[config.mk]
export PLATFORM = sky130hd
export DESIGN_NAME = seg7_scan_mux_flat
export DESIGN_NICKNAME = d
export VERILOG_FILES = /design/src/rtl/seg7_scan_if.sv /design/src/rtl/seg7_scan_mux.sv /design/src/flat_wrapper.sv
export SDC_FILE = /design/constraint.sdc
export NUM_CORES = 1
export LEC_CHECK = 0
export CAP_MARGIN = 25
export CORE_MARGIN = 10
export CORE_UTILIZATION = 49
export CTS_BUF_LIST = sky130_fd_sc_hd__clkbuf_4 sky130_fd_sc_hd__clkbuf_8
export CTS_CLUSTER_DIAMETER = 100
export DETAILED_ROUTE_END_ITERATION = 10
export PLACE_DENSITY = 0.72
export SLEW_MARGIN = 20
export SYNTH_ARGS = -nofsm -noshare
export SYNTH_HDL_FRONTEND = slang
export SYNTH_SLANG_ARGS = --single-unit
[constraint.sdc]
create_clock -name clk -period 3.3 [get_ports clk]
set_input_delay 0.495 -clock clk [delete_from_list [all_inputs] [get_ports clk]]
set_output_delay 0.495 -clock clk [all_outputs]
set_load 0.01 [all_outputs]
[src/rtl/seg7_scan_if.sv]
// Display-side bundle for the 7-segment scan multiplexer.
// The master drives digit data; the slave drives the pins.
interface seg7_scan_if #(
  parameter int NUM_DIGITS = 4
);
  logic [4*NUM_DIGITS-1:0] digits_in;
  logic [NUM_DIGITS-1:0]   dp_in;
  logic                    load;
  logic                    lz_blank_en;
  logic [6:0]              segments;
  logic                    dp_out;
  logic [NUM_DIGITS-1:0]   digit_en;
  logic                    frame_done;

  modport master (
    output digits_in, dp_in, load, lz_blank_en,
    input  segments, dp_out, digit_en, frame_done
  );

  modport slave (
    input  digits_in, dp_in, load, lz_blank_en,
    output segments, dp_out, digit_en, frame_done
  );
endinterface

[src/rtl/seg7_scan_mux.sv]
// Time-multiplexed 7-segment driver with dead-time blanking,
// leading-zero suppression and frame-aligned display updates.
module seg7_scan_mux #(
  parameter int          NUM_DIGITS   = 4,
  parameter logic [23:0] SCAN_DIV     = 24'd10_000,
  parameter logic [23:0] BLANK_CYCLES = 24'd100
) (
  input  logic        clk,
  input  logic        reset,
  seg7_scan_if.slave  io
);
  localparam int W = 4 * NUM_DIGITS;
  localparam logic [2:0] LAST = 3'(NUM_DIGITS - 1);

  logic [23:0]           cnt_q, cnt_d;
  logic [2:0]            idx_q, idx_d;
  logic [W-1:0]          disp_q, disp_d;
  logic [W-1:0]          pend_q, pend_d;
  logic [NUM_DIGITS-1:0] ddp_q, ddp_d;
  logic [NUM_DIGITS-1:0] pdp_q, pdp_d;
  logic                  pv_q, pv_d;
  logic [6:0]            seg_q, seg_d;
  logic                  dpo_q, dpo_d;
  logic [NUM_DIGITS-1:0] en_q, en_d;
  logic                  fd_q, fd_d;

  logic                  slot_end;
  logic                  boundary;
  logic                  blank;
  logic                  show;
  logic                  supp;
  logic                  dpb;
  logic [3:0]            nib;
  logic [NUM_DIGITS-1:0] zhi;

  function automatic logic [6:0] dec(input logic [3:0] n);
    case (n)
      4'h0: dec = 7'h3F;
      4'h1: dec = 7'h06;
      4'h2: dec = 7'h5B;
      4'h3: dec = 7'h4F;
      4'h4: dec = 7'h66;
      4'h5: dec = 7'h6D;
      4'h6: dec = 7'h7D;
      4'h7: dec = 7'h07;
      4'h8: dec = 7'h7F;
      4'h9: dec = 7'h6F;
      4'hA: dec = 7'h77;
      4'hB: dec = 7'h7C;
      4'hC: dec = 7'h39;
      4'hD: dec = 7'h5E;
      4'hE: dec = 7'h79;
      default: dec = 7'h71;
    endcase
  endfunction

  assign slot_end = (cnt_q == SCAN_DIV - 24'd1);
  assign boundary = slot_end && (idx_q == LAST);
  assign blank    = (cnt_q < BLANK_CYCLES);

  // zhi[i]: nibble i and every nibble above it are zero
  always_comb begin : zero_scan
    logic z;
    z   = 1'b1;
    zhi = '0;
    for (int i = NUM_DIGITS - 1; i >= 0; i--) begin
      z      = z && (disp_q[4*i +: 4] == 4'h0);
      zhi[i] = z;
    end
  end

  always_comb begin
    nib  = 4'h0;
    dpb  = 1'b0;
    supp = 1'b0;
    for (int i = 0; i < NUM_DIGITS; i++) begin
      if (idx_q == 3'(i)) begin
        nib  = disp_q[4*i +: 4];
        dpb  = ddp_q[i];
        supp = (i > 0) && zhi[i];
      end
    end
  end

  assign show = !blank && !(io.lz_blank_en && supp);

  always_comb begin
    cnt_d  = slot_end ? 24'd0 : cnt_q + 24'd1;
    idx_d  = idx_q;
    disp_d = disp_q;
    ddp_d  = ddp_q;
    pend_d = pend_q;
    pdp_d  = pdp_q;
    pv_d   = pv_q;
    en_d   = '0;
    if (slot_end) begin
      idx_d = (idx_q == LAST) ? 3'd0 : idx_q + 3'd1;
    end
    if (boundary) begin
      pv_d = 1'b0;
      if (io.load) begin
        disp_d = io.digits_in;
        ddp_d  = io.dp_in;
      end else if (pv_q) begin
        disp_d = pend_q;
        ddp_d  = pdp_q;
      end
    end else if (io.load) begin
      pend_d = io.digits_in;
      pdp_d  = io.dp_in;
      pv_d   = 1'b1;
    end
    for (int i = 0; i < NUM_DIGITS; i++) begin
      if (idx_q == 3'(i)) en_d[i] = show;
    end
    seg_d = show ? dec(nib) : 7'h00;
    dpo_d = show && dpb;
    fd_d  = boundary;
  end

  always_ff @(posedge clk) begin
    if (reset) begin
      cnt_q  <= '0;
      idx_q  <= '0;
      disp_q <= '0;
      ddp_q  <= '0;
      pend_q <= '0;
      pdp_q  <= '0;
      pv_q   <= 1'b0;
      seg_q  <= '0;
      dpo_q  <= 1'b0;
      en_q   <= '0;
      fd_q   <= 1'b0;
    end else begin
      cnt_q  <= cnt_d;
      idx_q  <= idx_d;
      disp_q <= disp_d;
      ddp_q  <= ddp_d;
      pend_q <= pend_d;
      pdp_q  <= pdp_d;
      pv_q   <= pv_d;
      seg_q  <= seg_d;
      dpo_q  <= dpo_d;
      en_q   <= en_d;
      fd_q   <= fd_d;
    end
  end

  assign io.segments   = seg_q;
  assign io.dp_out     = dpo_q;
  assign io.digit_en   = en_q;
  assign io.frame_done = fd_q;
endmodule
[src/flat_wrapper.sv]
// flat-port wrapper written by rule: the top's interface ports become plain ports
module seg7_scan_mux_flat 
#(
  parameter int          NUM_DIGITS   = 4,
  parameter logic [23:0] SCAN_DIV     = 24'd10_000,
  parameter logic [23:0] BLANK_CYCLES = 24'd100
)
  (clk, reset, io_digits_in, io_dp_in, io_load, io_lz_blank_en, io_segments, io_dp_out, io_digit_en, io_frame_done);
  seg7_scan_if #(.NUM_DIGITS(NUM_DIGITS)) io_i ();
  input  logic clk;
  input  logic reset;
  input wire logic [$bits(io_i.digits_in)-1:0] io_digits_in;
  input wire logic [$bits(io_i.dp_in)-1:0] io_dp_in;
  input wire logic [$bits(io_i.load)-1:0] io_load;
  input wire logic [$bits(io_i.lz_blank_en)-1:0] io_lz_blank_en;
  output wire logic [$bits(io_i.segments)-1:0] io_segments;
  output wire logic [$bits(io_i.dp_out)-1:0] io_dp_out;
  output wire logic [$bits(io_i.digit_en)-1:0] io_digit_en;
  output wire logic [$bits(io_i.frame_done)-1:0] io_frame_done;
  assign io_i.digits_in = io_digits_in;
  assign io_i.dp_in = io_dp_in;
  assign io_i.load = io_load;
  assign io_i.lz_blank_en = io_lz_blank_en;
  assign io_segments = io_i.segments;
  assign io_dp_out = io_i.dp_out;
  assign io_digit_en = io_i.digit_en;
  assign io_frame_done = io_i.frame_done;
  seg7_scan_mux #(.NUM_DIGITS(NUM_DIGITS), .SCAN_DIV(SCAN_DIV), .BLANK_CYCLES(BLANK_CYCLES)) u_core (.clk(clk), .reset(reset), .io(io_i));
endmodule
## Word level (Yosys, flattened, before mapping)

Memories as Yosys holds them, arrays and structs flattened. A register that Yosys moved wholly into a read port is not among the register bits.
Cells that the tools add are included.

- Register bits: 74
- Bits of input ports: 24
- Latch bits: 0
- Output and inout bits: 13
- Memories: 1
- ROM bits: 112
- Memory bits (writable): 0
- Logic and storage cells: 65

Memory list:

| memory | depth | width | read ports | clocked after Yosys merged registers in | write ports | RTL line | RTL |
|---|---|---|---|---|---|---|---|
| (no name shown) | 16 | 7 | 1 | 1 | 0 | seg7_scan_mux.sv:37 | `case (n)` |

- Equality and inequality tests: 4
- Divide/modulo/power cells: 0
- Add/subtract/negate cells: 2
- Reduce and logical (&&, ||, !) cells: 22
- Multiply operators: 0
- Muxes and demuxes: 16
- Shift operators: 0
- Bitwise gates (word level): 6
- Magnitude comparators: 1

Operator list:

| cell | number |
|---|---|
| $mux W16 | 2 |
| $add A24 B1 Y24 const B | 1 |
| $eq A24 B14 Y1 const B | 1 |
| $lt A24 B7 Y1 const B | 1 |
| $mux W4 | 6 |
| $reduce_or A2 Y1 | 7 |
| $logic_not A4 Y1 | 3 |
| $mux W1 | 7 |
| $eq A3 B2 Y1 const B | 2 |
| $logic_and A1 B1 Y1 | 6 |
| $not A1 Y1 | 6 |
| $reduce_and A2 Y1 | 2 |
| $add A3 B1 Y3 const B | 1 |
| $eq A3 B1 Y1 const B | 1 |
| $logic_not A3 Y1 | 1 |
| $mux W3 | 1 |
| $logic_not A1 Y1 | 2 |
| $reduce_bool A2 Y1 | 1 |

## Longest topological paths before layout

- Word-level depth: 11
- Depth in mapped cells: 12
- Depth with buffers taken out: 12

## Least setup slack after synthesis

OpenSTA, ideal clock, no wires.

- Kind: register to register
- Start point: register u_core.idx_q[1]
- End point: register u_core.seg_q[6] (netlist: u_core.io.segments[6])
- Required time: 3.205 ns
- Library setup time: 0.095 ns
- Period minus slack after synthesis: 2.576 ns
- Path buffers: 1
- Arrival: 2.481 ns
- Path slack: 0.724 ns
- Cell stages (with the launch flop): 11
- Cells stage by stage: dfxtp_1 -> inv_1 -> ha_1 -> clkbuf_1 -> a221o_1 -> a31oi_1 -> inv_1 -> ha_1 -> nand3_1 -> a21bo_2 -> a221oi_1

- Cells in the longest elaborated chain, start to end: 9
- Elaborated cells on any way between the ends: 16
- Classes of those cells: 3 x eq/ne; 7 x mux; 1 x bitwise; 5 x reduce/logical

Ends and longest elaborated chain:

| what | RTL line | RTL |
|---|---|---|
| start, declared | seg7_scan_mux.sv:16 | `logic [2:0] idx_q, idx_d;` |
| start signal, assigned | seg7_scan_mux.sv:136 | `idx_q <= idx_d;` |
| $eq A3 B1 Y1 | seg7_scan_mux.sv:77 | `if (idx_q == 3'(i)) begin` |
| $mux W1 (3 in series) | seg7_scan_mux.sv:77 |  |
| $logic_and A1 B1 Y1 | seg7_scan_mux.sv:85 | `assign show = !blank && !(io.lz_blank_en && supp);` |
| $logic_not A1 Y1 | seg7_scan_mux.sv:85 |  |
| $logic_and A1 B1 Y1 | seg7_scan_mux.sv:85 |  |
| $not A1 Y1 (no line) | n/a |  |
| $reduce_or A2 Y1 (no line) | n/a |  |
| end, declared | seg7_scan_mux.sv:22 | `logic [6:0] seg_q, seg_d;` |

Several ways; a longest one is shown, not always the timed one.
A chain may end at the register's enable or synchronous reset.

## Final worst setup path

Ends and elaborated chain as after synthesis.

==> results.tsv <==
metric	value	unit
status	complete, no violations	
Reg power frac	0.506	
mapped cell area	3910	µm²
I/O pins	37	
Pleak	1.69	nW
hold buffer count at CTS	0	
chip width	109	µm
fillers	694	
WP data arrival	3.21	ns
Internal	1.57	mW
skew final	0.00769	ns
Longest Clk Path Bufs	2	
post-route setup TNS	0	ns
Tightest Pin Transition	0.812	ns
Hold/Removal Path Class	reg -> reg	
antenna viol nets, final	0	
Yosys reg bits	81	
EDFF count, synth	0	
multi-input logic area	2130	µm²
layout cell share with drive strength beyond 1	0.118	
synth cell count leaders	81 x dfxtp_1, 81 x nor2_1, 42 x mux2i_1, 19 x a211oi_2	
leading area contributor after synthesis	dfxtp_1	
initial antenna violation count	0	
fin crit share	0.897	
Synth async-reset ratio	0	
yosys warns	0	
total grt overflow	0	
CTS Buf Count	9	
core area	7730	µm²
PortBufs	36	
unrepaired setup endpoints after global routing	no	
Die Y	109	µm
slew margin rel.	0.454	
Fin. Hold Viols	0	
sw power	416	µW
Total Routed Length	8110	µm
nets@finish	479	
# Post-CTS Setup Buffers	0	
Design Power	1.99	mW
CTS tree	yes	
row count	32	
gp weighted congestion	0.880	
# diodes	0	
Post-DP Area	4320	µm²
First DRT Iteration DRCs	199	
final hold slack	0.486	ns
clock root cell	clkbuf_8	
max cap viols	0	
maximum vdd drop	243	µV
vias in the first global route	2874	
post-synth top area share	0.414	
Mapped Cells	416	
worst path required time	3.55	ns
Final setup viols	0	
Area Growth Syn to Fin	16.7	%
synth top area cells	dfxtp_1 41%, mux2i_1 11%, nor2_1 7.8%, a211oi_2 6.1%, ha_1 3.8%	
post-layout min period	2.96	ns
Final Slew Violations	0	
Startpoint Class	flip-flop	
syn_nets	452	
WL/cell	14.7	µm
Power Density	435	nW/µm²
Switching Fraction	0.209	
Pre-antenna DRT Iters	4	
DR vias	3019	
clk sinks	81	
Final Cell Area	4560	µm²
Mapped Avg Cell Area	9.41	µm²
FF+latch area	1620	µm²
dpl hpwl	5590	µm
Residual DRC	0	
Gate power share	0.057	
first-pass GRT wire length	13900	µm
Crit. End Element	flip-flop	
Max Fanout on Critical Path	14	
CTS H-tree lvls	3	
via/cell ratio	5.49	
Crit Path Class	reg -> reg	
most common flop cell mapped by yosys	dfxtp_1	
clock network power share	0.437	
Skew-Pair Late Insertion Delay	0.35	ns
Total GRT Usage	0.140	
largest net degree at the start of global routing	48	
Reg clk slew, reported paths	0.08	ns
Initial Utilization	0.506	
number of gates resized after CTS	0	
post-synthesis cell type count	50	
fmax	0.338	GHz
die area	12000	µm²
sequential share of the synthesized area	0.414	
-- layout make-up --
class,count,area share
Multi-Input combinational cell,298,0.467
Sequential cell,81,0.355
Timing Repair Buffer,42,0.0877
Clock buffer,11,0.0304
Tap cell,102,0.0280
Clock inverter,5,0.0228
Inverter,11,0.00905
-- through the flow --
step | util | setup slack [ns] | instances
floorplan | - | 0.724 | 416
global route | 0.591 | 0.129 | 550
finish | 0.591 | 0.339 | 550
global placement | 0.559 | 0.559 | 534
CTS | 0.591 | 0.333 | 550
detailed placement | 0.559 | 0.354 | 534
-- worst max-delay path, cell delays in order, from the launching register on --
cell,delay [ns]
dfxtp_1,0.35
inv_1,0.08
ha_1,0.41
nor2b_1,0.12
a221o_1,0.31
a31oi_1,0.53
inv_1,0.19
ha_1,0.27
nand3_1,0.11
a21bo_2,0.23
a221oi_1,0.27
-- state kept, by name, summed over array words and instances, names as in the netlist --
signal / flops
u_core.io.dp_out: 1
u_core.idx_q: 3
u_core.io.digit_en: 4
u_core.pend_q: 16
u_core.pdp_q: 4
u_core.disp_q: 16
u_core.cnt_q: 24
u_core.ddp_q: 4
u_core.io.frame_done: 1
u_core.io.segments: 7
u_core.pv_q: 1
-- worst paths after layout --
check	from	depth (start not counted)	slack, ns	to
worst max-delay path	u_core.idx_q[1]	10	0.34	u_core.io.segments[6]
worst min-delay path	u_core.cnt_q[0]	1	0.49	u_core.cnt_q[0]
worst min register to register	u_core.cnt_q[0]	1	0.49	u_core.cnt_q[0]
worst max register to register	u_core.idx_q[1]	10	0.34	u_core.io.segments[6]
-- per-layer routing --
layer | vias up | track usage | share of wire
met5 | - | 0 | 0
met4 | 0 | 0.0530 | 0.0091
met3 | 8 | 0.0269 | 0.045
met2 | 57 | 0.220 | 0.47
met1 | 1421 | 0.187 | 0.47
li1 | 1533 | - | -
-- power groups by stage --
stage	logic [mW]	registers (mW)	clock network [mW]
after floorplan	0.0732	1.03	0
after global placement	0.113	1.03	0
after detailed placement	0.114	1.03	0
after CTS	0.115	1.01	0.885
after global routing	0.125	1.01	0.930
final	0.113	1.01	0.869
-- cells in the final DEF, fill, tap and decap left out, types with 2 or more instances in the layout --
master | Yosys | routed
nor2_1 | 81 | 81
dfxtp_1 | 81 | 81
mux2i_1 | 42 | 42
clkdlybuf4s50_1 | 0 | 35
a211oi_2 | 19 | 19
nand3_1 | 15 | 15
xnor2_1 | 15 | 15
ha_1 | 12 | 12
inv_1 | 11 | 11
nor3_1 | 11 | 11
nand2_1 | 9 | 9
clkbuf_8 | 0 | 9
and3_1 | 8 | 8
nor4_1 | 8 | 8
xor2_1 | 8 | 8
a21oi_1 | 7 | 7
a211oi_1 | 6 | 6
o21ai_0 | 6 | 6
nand4_1 | 6 | 6
buf_4 | 6 | 6
nor3b_1 | 4 | 4
a221oi_1 | 4 | 4
nand2b_1 | 3 | 3
nand3b_1 | 3 | 3
bufinv_16 | 0 | 3
a221o_1 | 2 | 2
a31oi_1 | 2 | 2
and3b_1 | 2 | 2
o2111ai_1 | 2 | 2
or3_1 | 2 | 2
a311oi_1 | 2 | 2
clkbuf_4 | 0 | 2
-- cell families (layout without fill, tap and decap cells) --
| kind of cell | after synthesis | in the layout | share of synthesized area |
|---|---|---|---|
| buffers and inverters | 37 | 69 | 0.0432 |
| DFF | 81 | 81 | 0.414 |
| AOI/OAI and AO/OA | 59 | 59 | 0.138 |
| adders and majority gates | 12 | 12 | 0.0384 |
| xor gates and xnor gates | 23 | 23 | 0.0515 |
| and+or+nand+nor | 161 | 161 | 0.204 |
| muxes | 43 | 43 | 0.110 |
No activity file was read; power rests on OpenSTA's default activity.
